==> src/rtl/int_issue_queue.sv <==
// Integer issue queue: age-ordered compacting reservation station in front of the integer unit.
// It picks the oldest ready entry, wakes operands from the CDB, and registers the issue outputs.
module int_issue_queue #(
  parameter int DEPTH = 4,
  parameter int TAG_W = 6,
  parameter int XLEN  = 32
) (
  input  logic                         clk,
  input  logic                         rst_n,
  input  logic                         flush,
  input  logic                         dispatch_en,
  output logic                         dispatch_ready,
  input  logic [6:0]                   d_opcode,
  input  logic [2:0]                   d_funct3,
  input  logic [6:0]                   d_funct7,
  input  logic [XLEN-1:0]              d_rs1_data,
  input  logic [TAG_W-1:0]             d_rs1_tag,
  input  logic                         d_rs1_rdy,
  input  logic [XLEN-1:0]              d_rs2_data,
  input  logic [TAG_W-1:0]             d_rs2_tag,
  input  logic                         d_rs2_rdy,
  input  logic [TAG_W-1:0]             d_rd_tag,
  input  logic                         cdb_valid,
  input  logic [TAG_W-1:0]             cdb_tag,
  input  logic [XLEN-1:0]              cdb_data,
  output logic                         issue_int,
  output logic [6:0]                   Opcode,
  output logic [2:0]                   Funct3,
  output logic [6:0]                   Funct7,
  output logic [XLEN-1:0]              RS1,
  output logic [XLEN-1:0]              RS2,
  output logic [TAG_W-1:0]             RD_Tag,
  output logic [$clog2(DEPTH+1)-1:0]   count
);
  localparam int CW = $clog2(DEPTH + 1);
  localparam int IW = $clog2(DEPTH);

  typedef struct packed {
    logic             valid;
    logic [6:0]       opcode;
    logic [2:0]       funct3;
    logic [6:0]       funct7;
    logic [XLEN-1:0]  rs1_data;
    logic [TAG_W-1:0] rs1_tag;
    logic             rs1_rdy;
    logic [XLEN-1:0]  rs2_data;
    logic [TAG_W-1:0] rs2_tag;
    logic             rs2_rdy;
    logic [TAG_W-1:0] rd_tag;
  } entry_t;

  // A ready operand keeps its value; a waiting one captures the CDB value on a tag match.
  function automatic entry_t wake(input entry_t e, input logic cv,
                                  input logic [TAG_W-1:0] ct, input logic [XLEN-1:0] cd);
    entry_t r;
    logic   hit1;
    logic   hit2;
    hit1       = cv && !e.rs1_rdy && (e.rs1_tag == ct);
    hit2       = cv && !e.rs2_rdy && (e.rs2_tag == ct);
    r          = e;
    r.rs1_rdy  = e.rs1_rdy | hit1;
    r.rs1_data = hit1 ? cd : e.rs1_data;
    r.rs2_rdy  = e.rs2_rdy | hit2;
    r.rs2_data = hit2 ? cd : e.rs2_data;
    return r;
  endfunction

  entry_t           ent_q [DEPTH];
  entry_t           ent_d [DEPTH];
  entry_t           wake_ent [DEPTH];
  entry_t           shift_ent [DEPTH];
  entry_t           new_ent;
  logic [DEPTH-1:0] rdy_vec;
  logic             sel_found;
  logic [IW-1:0]    sel_idx;
  logic             accept;
  logic [CW-1:0]    wr_slot;
  logic [CW-1:0]    count_q, count_d;
  logic             issue_int_q, issue_int_d;
  logic [6:0]       opcode_q, opcode_d;
  logic [2:0]       funct3_q, funct3_d;
  logic [6:0]       funct7_q, funct7_d;
  logic [XLEN-1:0]  rs1_q, rs1_d;
  logic [XLEN-1:0]  rs2_q, rs2_d;
  logic [TAG_W-1:0] rd_tag_q, rd_tag_d;

  assign dispatch_ready = (count_q < CW'(DEPTH)) && !flush;
  assign accept         = dispatch_en && dispatch_ready;

  // Oldest-ready select over the registered entries (no same-cycle CDB bypass)
  always_comb begin
    rdy_vec   = '0;
    sel_found = 1'b0;
    sel_idx   = '0;
    for (int i = DEPTH - 1; i >= 0; i--) begin
      rdy_vec[i] = ent_q[i].valid && ent_q[i].rs1_rdy && ent_q[i].rs2_rdy;
      sel_found  = sel_found | rdy_vec[i];
      sel_idx    = rdy_vec[i] ? IW'(i) : sel_idx;
    end
  end

  // Wakeup, compaction behind the issued slot, and dispatch insertion
  always_comb begin
    new_ent          = '0;
    new_ent.valid    = 1'b1;
    new_ent.opcode   = d_opcode;
    new_ent.funct3   = d_funct3;
    new_ent.funct7   = d_funct7;
    new_ent.rs1_data = d_rs1_data;
    new_ent.rs1_tag  = d_rs1_tag;
    new_ent.rs1_rdy  = d_rs1_rdy;
    new_ent.rs2_data = d_rs2_data;
    new_ent.rs2_tag  = d_rs2_tag;
    new_ent.rs2_rdy  = d_rs2_rdy;
    new_ent.rd_tag   = d_rd_tag;
    new_ent          = wake(new_ent, cdb_valid, cdb_tag, cdb_data);
    // An issue leaving this cycle moves the tail down, so the new entry lands one slot lower.
    wr_slot          = count_q - CW'(sel_found);
    for (int i = 0; i < DEPTH; i++) begin
      wake_ent[i] = wake(ent_q[i], cdb_valid, cdb_tag, cdb_data);
    end
    for (int i = 0; i < DEPTH - 1; i++) begin
      shift_ent[i] = wake_ent[i + 1];
    end
    shift_ent[DEPTH-1] = '0;
    for (int i = 0; i < DEPTH; i++) begin
      if (flush) begin
        ent_d[i] = '0;
      end else if (accept && (wr_slot == CW'(i))) begin
        ent_d[i] = new_ent;
      end else if (sel_found && (i >= int'(sel_idx))) begin
        ent_d[i] = shift_ent[i];
      end else begin
        ent_d[i] = wake_ent[i];
      end
    end
  end

  // Next issue-output register values and occupancy
  always_comb begin
    issue_int_d = 1'b0;
    opcode_d    = '0;
    funct3_d    = '0;
    funct7_d    = '0;
    rs1_d       = '0;
    rs2_d       = '0;
    rd_tag_d    = '0;
    if (sel_found && !flush) begin
      issue_int_d = 1'b1;
      opcode_d    = ent_q[sel_idx].opcode;
      funct3_d    = ent_q[sel_idx].funct3;
      funct7_d    = ent_q[sel_idx].funct7;
      rs1_d       = ent_q[sel_idx].rs1_data;
      rs2_d       = ent_q[sel_idx].rs2_data;
      rd_tag_d    = ent_q[sel_idx].rd_tag;
    end else begin
      issue_int_d = 1'b0;
    end
    count_d = flush ? {CW{1'b0}} : (count_q + CW'(accept) - CW'(sel_found));
  end

  // State and output registers with synchronous active-low reset
  always_ff @(posedge clk) begin
    if (!rst_n) begin
      for (int i = 0; i < DEPTH; i++) begin
        ent_q[i] <= '0;
      end
      count_q     <= '0;
      issue_int_q <= 1'b0;
      opcode_q    <= '0;
      funct3_q    <= '0;
      funct7_q    <= '0;
      rs1_q       <= '0;
      rs2_q       <= '0;
      rd_tag_q    <= '0;
    end else begin
      for (int i = 0; i < DEPTH; i++) begin
        ent_q[i] <= ent_d[i];
      end
      count_q     <= count_d;
      issue_int_q <= issue_int_d;
      opcode_q    <= opcode_d;
      funct3_q    <= funct3_d;
      funct7_q    <= funct7_d;
      rs1_q       <= rs1_d;
      rs2_q       <= rs2_d;
      rd_tag_q    <= rd_tag_d;
    end
  end

  assign issue_int = issue_int_q;
  assign Opcode    = opcode_q;
  assign Funct3    = funct3_q;
  assign Funct7    = funct7_q;
  assign RS1       = rs1_q;
  assign RS2       = rs2_q;
  assign RD_Tag    = rd_tag_q;
  assign count     = count_q;

endmodule

==> config.mk <==
export PLATFORM = sky130hd
export DESIGN_NAME = int_issue_queue
export DESIGN_NICKNAME = d
export VERILOG_FILES = /design/src/rtl/int_issue_queue.sv
export SDC_FILE = /design/constraint.sdc
export NUM_CORES = 1
export LEC_CHECK = 0
export CORE_AREA = 2 2 210 212
export DETAILED_ROUTE_END_ITERATION = 8
export DIE_AREA = 0 0 212 214
export PLACE_DENSITY_LB_ADDON = 0.12
export SLEW_MARGIN = 40
export SYNTH_ARGS = -nofsm -noshare
export SYNTH_HDL_FRONTEND = slang
export SYNTH_SLANG_ARGS = --single-unit
export TNS_END_PERCENT = 10
==> constraint.sdc <==
create_clock -name clk -period 3.86 [get_ports clk]
set_input_delay 0.579 -clock clk [delete_from_list [all_inputs] [get_ports clk]]
set_output_delay 0.579 -clock clk [all_outputs]
set_load 0.01 [all_outputs]
==> run summary <==
In this run the standard cell core region covers 42,900 um^2. The maximum clock insertion buffer count was 3. The wire length per cell after detailed routing came out at 25.6 um.

The run gives 0.229 ns as the worst slack at placement. Class of the worst hold path: reg -> reg. For the number of iterations in the first detailed-routing pass, the log shows 6. Yosys mapped a number of flops with a built-in enable equal to 0. The cell count after synthesis came out at 2,634.

The synthesized netlist devotes 15.0% of its cell area to simple gates. Among the stages of the critical path, the cell type that occurs most often is sky130_fd_sc_hd__buf_4. Entering global routing, the biggest net connects 126 pins.

Summing the areas of all compound-gate instances in the mapped netlist gives 20.9% of the synthesized area. The layout cell share with drive strength beyond 1 was 12.4%. The largest individual stage delay along the critical path comes from the cell sky130_fd_sc_hd__dfxtp_1. In this run the most critical hold path is launched from ent_q[0][21]$_SDFFE_PP0P_.

The share of synthesized registers carrying an async set or reset works out to 0%. The startpoint identified for the worst register-to-register timing path is ent_q[2][6]$_SDFF_PP0_. In this run, distinct cell masters in the synthesized netlist total 65.

For the overall fraction of global-route tracks in use, the log shows 37.5%. Type of destination of the critical path: a flop. The detail route stage leaves a number of antenna-violating nets equal to 0. The max capacitance violation total was 0; the half-perimeter wire length after placement was 52,200 um. The die area came out at 45,400 um^2.

The initial utilization of the core area, before any placement, comes to 57.8%. Clock latency reported for the late side of the worst-skew pair: 0.62 ns. The setup slack after layout is 0.222 ns, and the number of buffers inserted by port buffering is 235. The clock-pin slew on the worst setup and hold paths was 0.07 ns; the total grt overflow was 0. The combinational family with the most area after synthesis was compound AO/OA/AOI/OAI gates. In the synthesized netlist, mux cells make up 16.5% of the area.

The run gives 0 as the final number of max-transition violations. The tools report the setup-violating endpoint count in the final report as 0. Number of primary I/O pins: 236. The leakage component of the power was 11.1 nW. TritonCTS built the clock tree. The time the worst path needs with I/O delays and setup came out at 3.64 ns. 0 antenna diodes ended up in the layout.

For the final database, setup skew stands at 0.0186 ns. In this run the post-CTS setup repair buffer count came out at 0. The final weighted congestion in routability-driven placement was 0.902; the initial antenna violation count was 0. The sum of negative setup slack is 0 ns, and the maximum fanout along the worst path is 24. The xor and xnor fraction of the mapped netlist area is 2.19%.

Measured against its own limit, the worst slew margin works out to 43.0%. The largest single stage delay on the critical path is 0.34 ns. The die boundary width works out to 212 um. The final count of hold timing violations is 0, and the wire length reported by the detailed router is 86,100 um. The layout has 3,275 filler cells. In the routed design, unresolved DRC markers number 0. Number of global-route vias before repair: 23,300. For the critical path arrival, the log shows 4.17 ns. The critical path starts at ent_q[2][6]$_SDFF_PP0_. In this run the core area contains 76 standard-cell rows. The post-synthesis instance area came out at 24,800 um^2. The sequential share of the synthesized area was 40.3%; the deepest level of the CTS H-tree was 2.

The critical path goes through and3_1, nor2b_1, and2_1, inv_1, ha_1, ha_1, nor4b_4, buf_4, and3_1, buf_4, nand2_2, buf_4, o22a_1, o21ai_0. At the pin with the least slew margin, the transition time is 0.852 ns. Dividing total power by cell area gives a power density of 393 nW/um^2. The net count of the finished layout is 2,887.

The synthesized design contains 499 register bits. In the synthesized netlist the dominant register cell turns out to be sky130_fd_sc_hd__dfxtp_1. The signed area change from the synthesized netlist to the final layout came out at 19.2%. The fmax is 0.275 GHz. Worst ir drop on vdd: 0.347 mV. The flow ran to the end, and the final reports show no timing, DRC or antenna violations. After clock tree synthesis, the flow added hold-fix buffers numbering 0. Setup repair after global routing left no endpoint under its margin. The run gives 2,433 as the starting DRC count in detailed routing.

When the netlist entered floorplanning its net count stood at 2,783. After clock tree synthesis, the repair step resized 0 gates. The global-route wire length before repair was 133,000 um; the final cell count without fillers was 3,368.

Cell count after placement: 3,267. Clock tree synthesis inserted a total of 54 buffers. The average footprint of a synthesized cell was 9.41 um^2; the total number of vias was 23,100. The floorplan step set the die height to 214 um. The tree is rooted in a sky130_fd_sc_hd__clkbuf_16.

The synthesized netlist devotes 0.283% of its cell area to adder and majority cells. STA classifies the critical path startpoint as a flop. For this run, the number of Yosys warnings is 0. The tree built by TritonCTS fans out to 499 sinks. In the routed layout, each cell is associated on average with a via count of 6.86. The tools report the data required time at the worst endpoint as 4.39 ns.

The worst setup path is of the reg -> reg kind. After layout, the worst path uses 94.2% of the clock period.
==> synth_stat cells, drive strengths merged (6+ instances only) <==
cell type,count,area (um^2)
a211oi,26,195
a21o,8,60.1
a21oi,38,190
a221oi,10,87.6
a22oi,73,548
a2bb2oi,31,272
a311o,8,80.1
a311oi,107,937
a31oi,12,81.3
and2,107,669
and3,15,93.8
buf,93,482
clkbuf,175,657
dfxtp,499,9990
inv,9,33.8
mux2,51,574
mux2i,155,1560
mux4,87,1960
nand2,314,1180
nand2b,16,100
nand3,45,240
nand4,11,81.3
nor2,289,1090
nor2b,12,75.1
nor3,8,40.0
nor4,6,50.0
o211a,7,70.1
o211ai,31,233
o21ai,75,375
o221ai,131,1150
o22a,70,613
o22ai,13,81.3
o31a,10,87.6
xnor2,38,333
xor2,24,210
==> stage by stage <==
stage / hold WS, ns / instance area [um^2] / power, mW / utilization [%]
floorplan: 0.420 / 24800 / 5.73 / -
global placement: 0.431 / 27600 / 6.09 / 64.2
detailed placement: 0.440 / 27600 / 6.10 / 64.4
CTS: 0.453 / 29500 / 11.6 / 68.9
global route: 0.483 / 29500 / 11.9 / 68.9
finish: 0.453 / 29500 / 11.6 / 68.9
==> placed cells by master, fill, tap and decap left out, drive strengths merged, types with 10 or more instances in the layout <==
cell type / instances
dfxtp: 499
nand2: 314
nor2: 289
clkdlybuf4s50: 235
mux2i: 155
o221ai: 131
a311oi: 107
and2: 107
mux4: 87
clkbuf: 84
buf: 81
o21ai: 75
a22oi: 73
o22a: 70
mux2: 51
nand3: 45
xnor2: 38
a21oi: 38
o211ai: 31
a2bb2oi: 31
a211oi: 26
xor2: 24
nand2b: 16
and3: 15
o22ai: 13
nor2b: 12
a31oi: 12
clkinv: 11
nand4: 11
o31a: 10
a221oi: 10
==> path summary, 6_finish.rpt <==
path / depth (start not counted) / to / slack (ns)
worst max register to register: 14 / ent_q[2][22]$_SDFF_PP0_ / 0.22
worst max-delay path: 14 / ent_q[2][22]$_SDFF_PP0_ / 0.22
worst min register to register: 2 / ent_q[0][21]$_SDFFE_PP0P_ / 0.45
worst min-delay path: 2 / ent_q[0][21]$_SDFFE_PP0P_ / 0.45
==> worst max-delay path, delay by kind of cell (launching register included) <==
family          cells  cell delay (ns)
buf+inv             4             0.99
compound gates      2             0.30
flops               1             0.34
simple gates        6             1.47
fa+ha+maj           2             0.40
==> final cells by class <==
class | count | area, um^2 | share of cell area, %
inverters | 9 | 33.8 | 0.114
repair buffers | 316 | 3130 | 10.6
clock buffers | 84 | 1700 | 5.75
clock inverters | 17 | 235 | 0.796
well taps | 585 | 732 | 2.48
multi-input cells | 1858 | 13700 | 46.5
flip-flops and latches | 499 | 9990 | 33.8
==> report_power, final <==
part           switching, mW  leakage (nW)  total, mW  internal [mW]
sequential            0.0293          4.03       5.23           5.20
combinational          0.474          6.10      0.792          0.319
clock                   2.20         0.964       5.61           3.41
total                   2.70          11.1       11.6           8.92
==> cells by family after synthesis <==
| kind of cell | count (synthesis) |
|---|---|
| AND/OR/NAND/NOR | 834 |
| AO/OA/AOI/OAI | 664 |
| adder cells (fa/ha/maj) | 5 |
| flip-flops | 499 |
| XOR/XNOR | 62 |
| buffers and inverters | 277 |
| multiplexers | 293 |
==> layer usage <==
layer	vias to the layer above	global-route usage [%]	wire (um)	part of all wire [%]
met5	-	0	0	0
met2	1565	57.7	38800	45
li1	10000	-	-	-
met1	11200	48.6	33300	39
met3	330	8.22	9620	11
met4	0	21.4	4430	5.1
==> sequential cells by signal, summed over array words and instances, names as in the netlist <==
name / flops
Funct7: 7
ent_q: 408
RS2: 32
Funct3: 3
issue_int: 1
RS1: 32
count: 3
RD_Tag: 6
Opcode: 7
No activity file was read; power rests on OpenSTA's default activity.
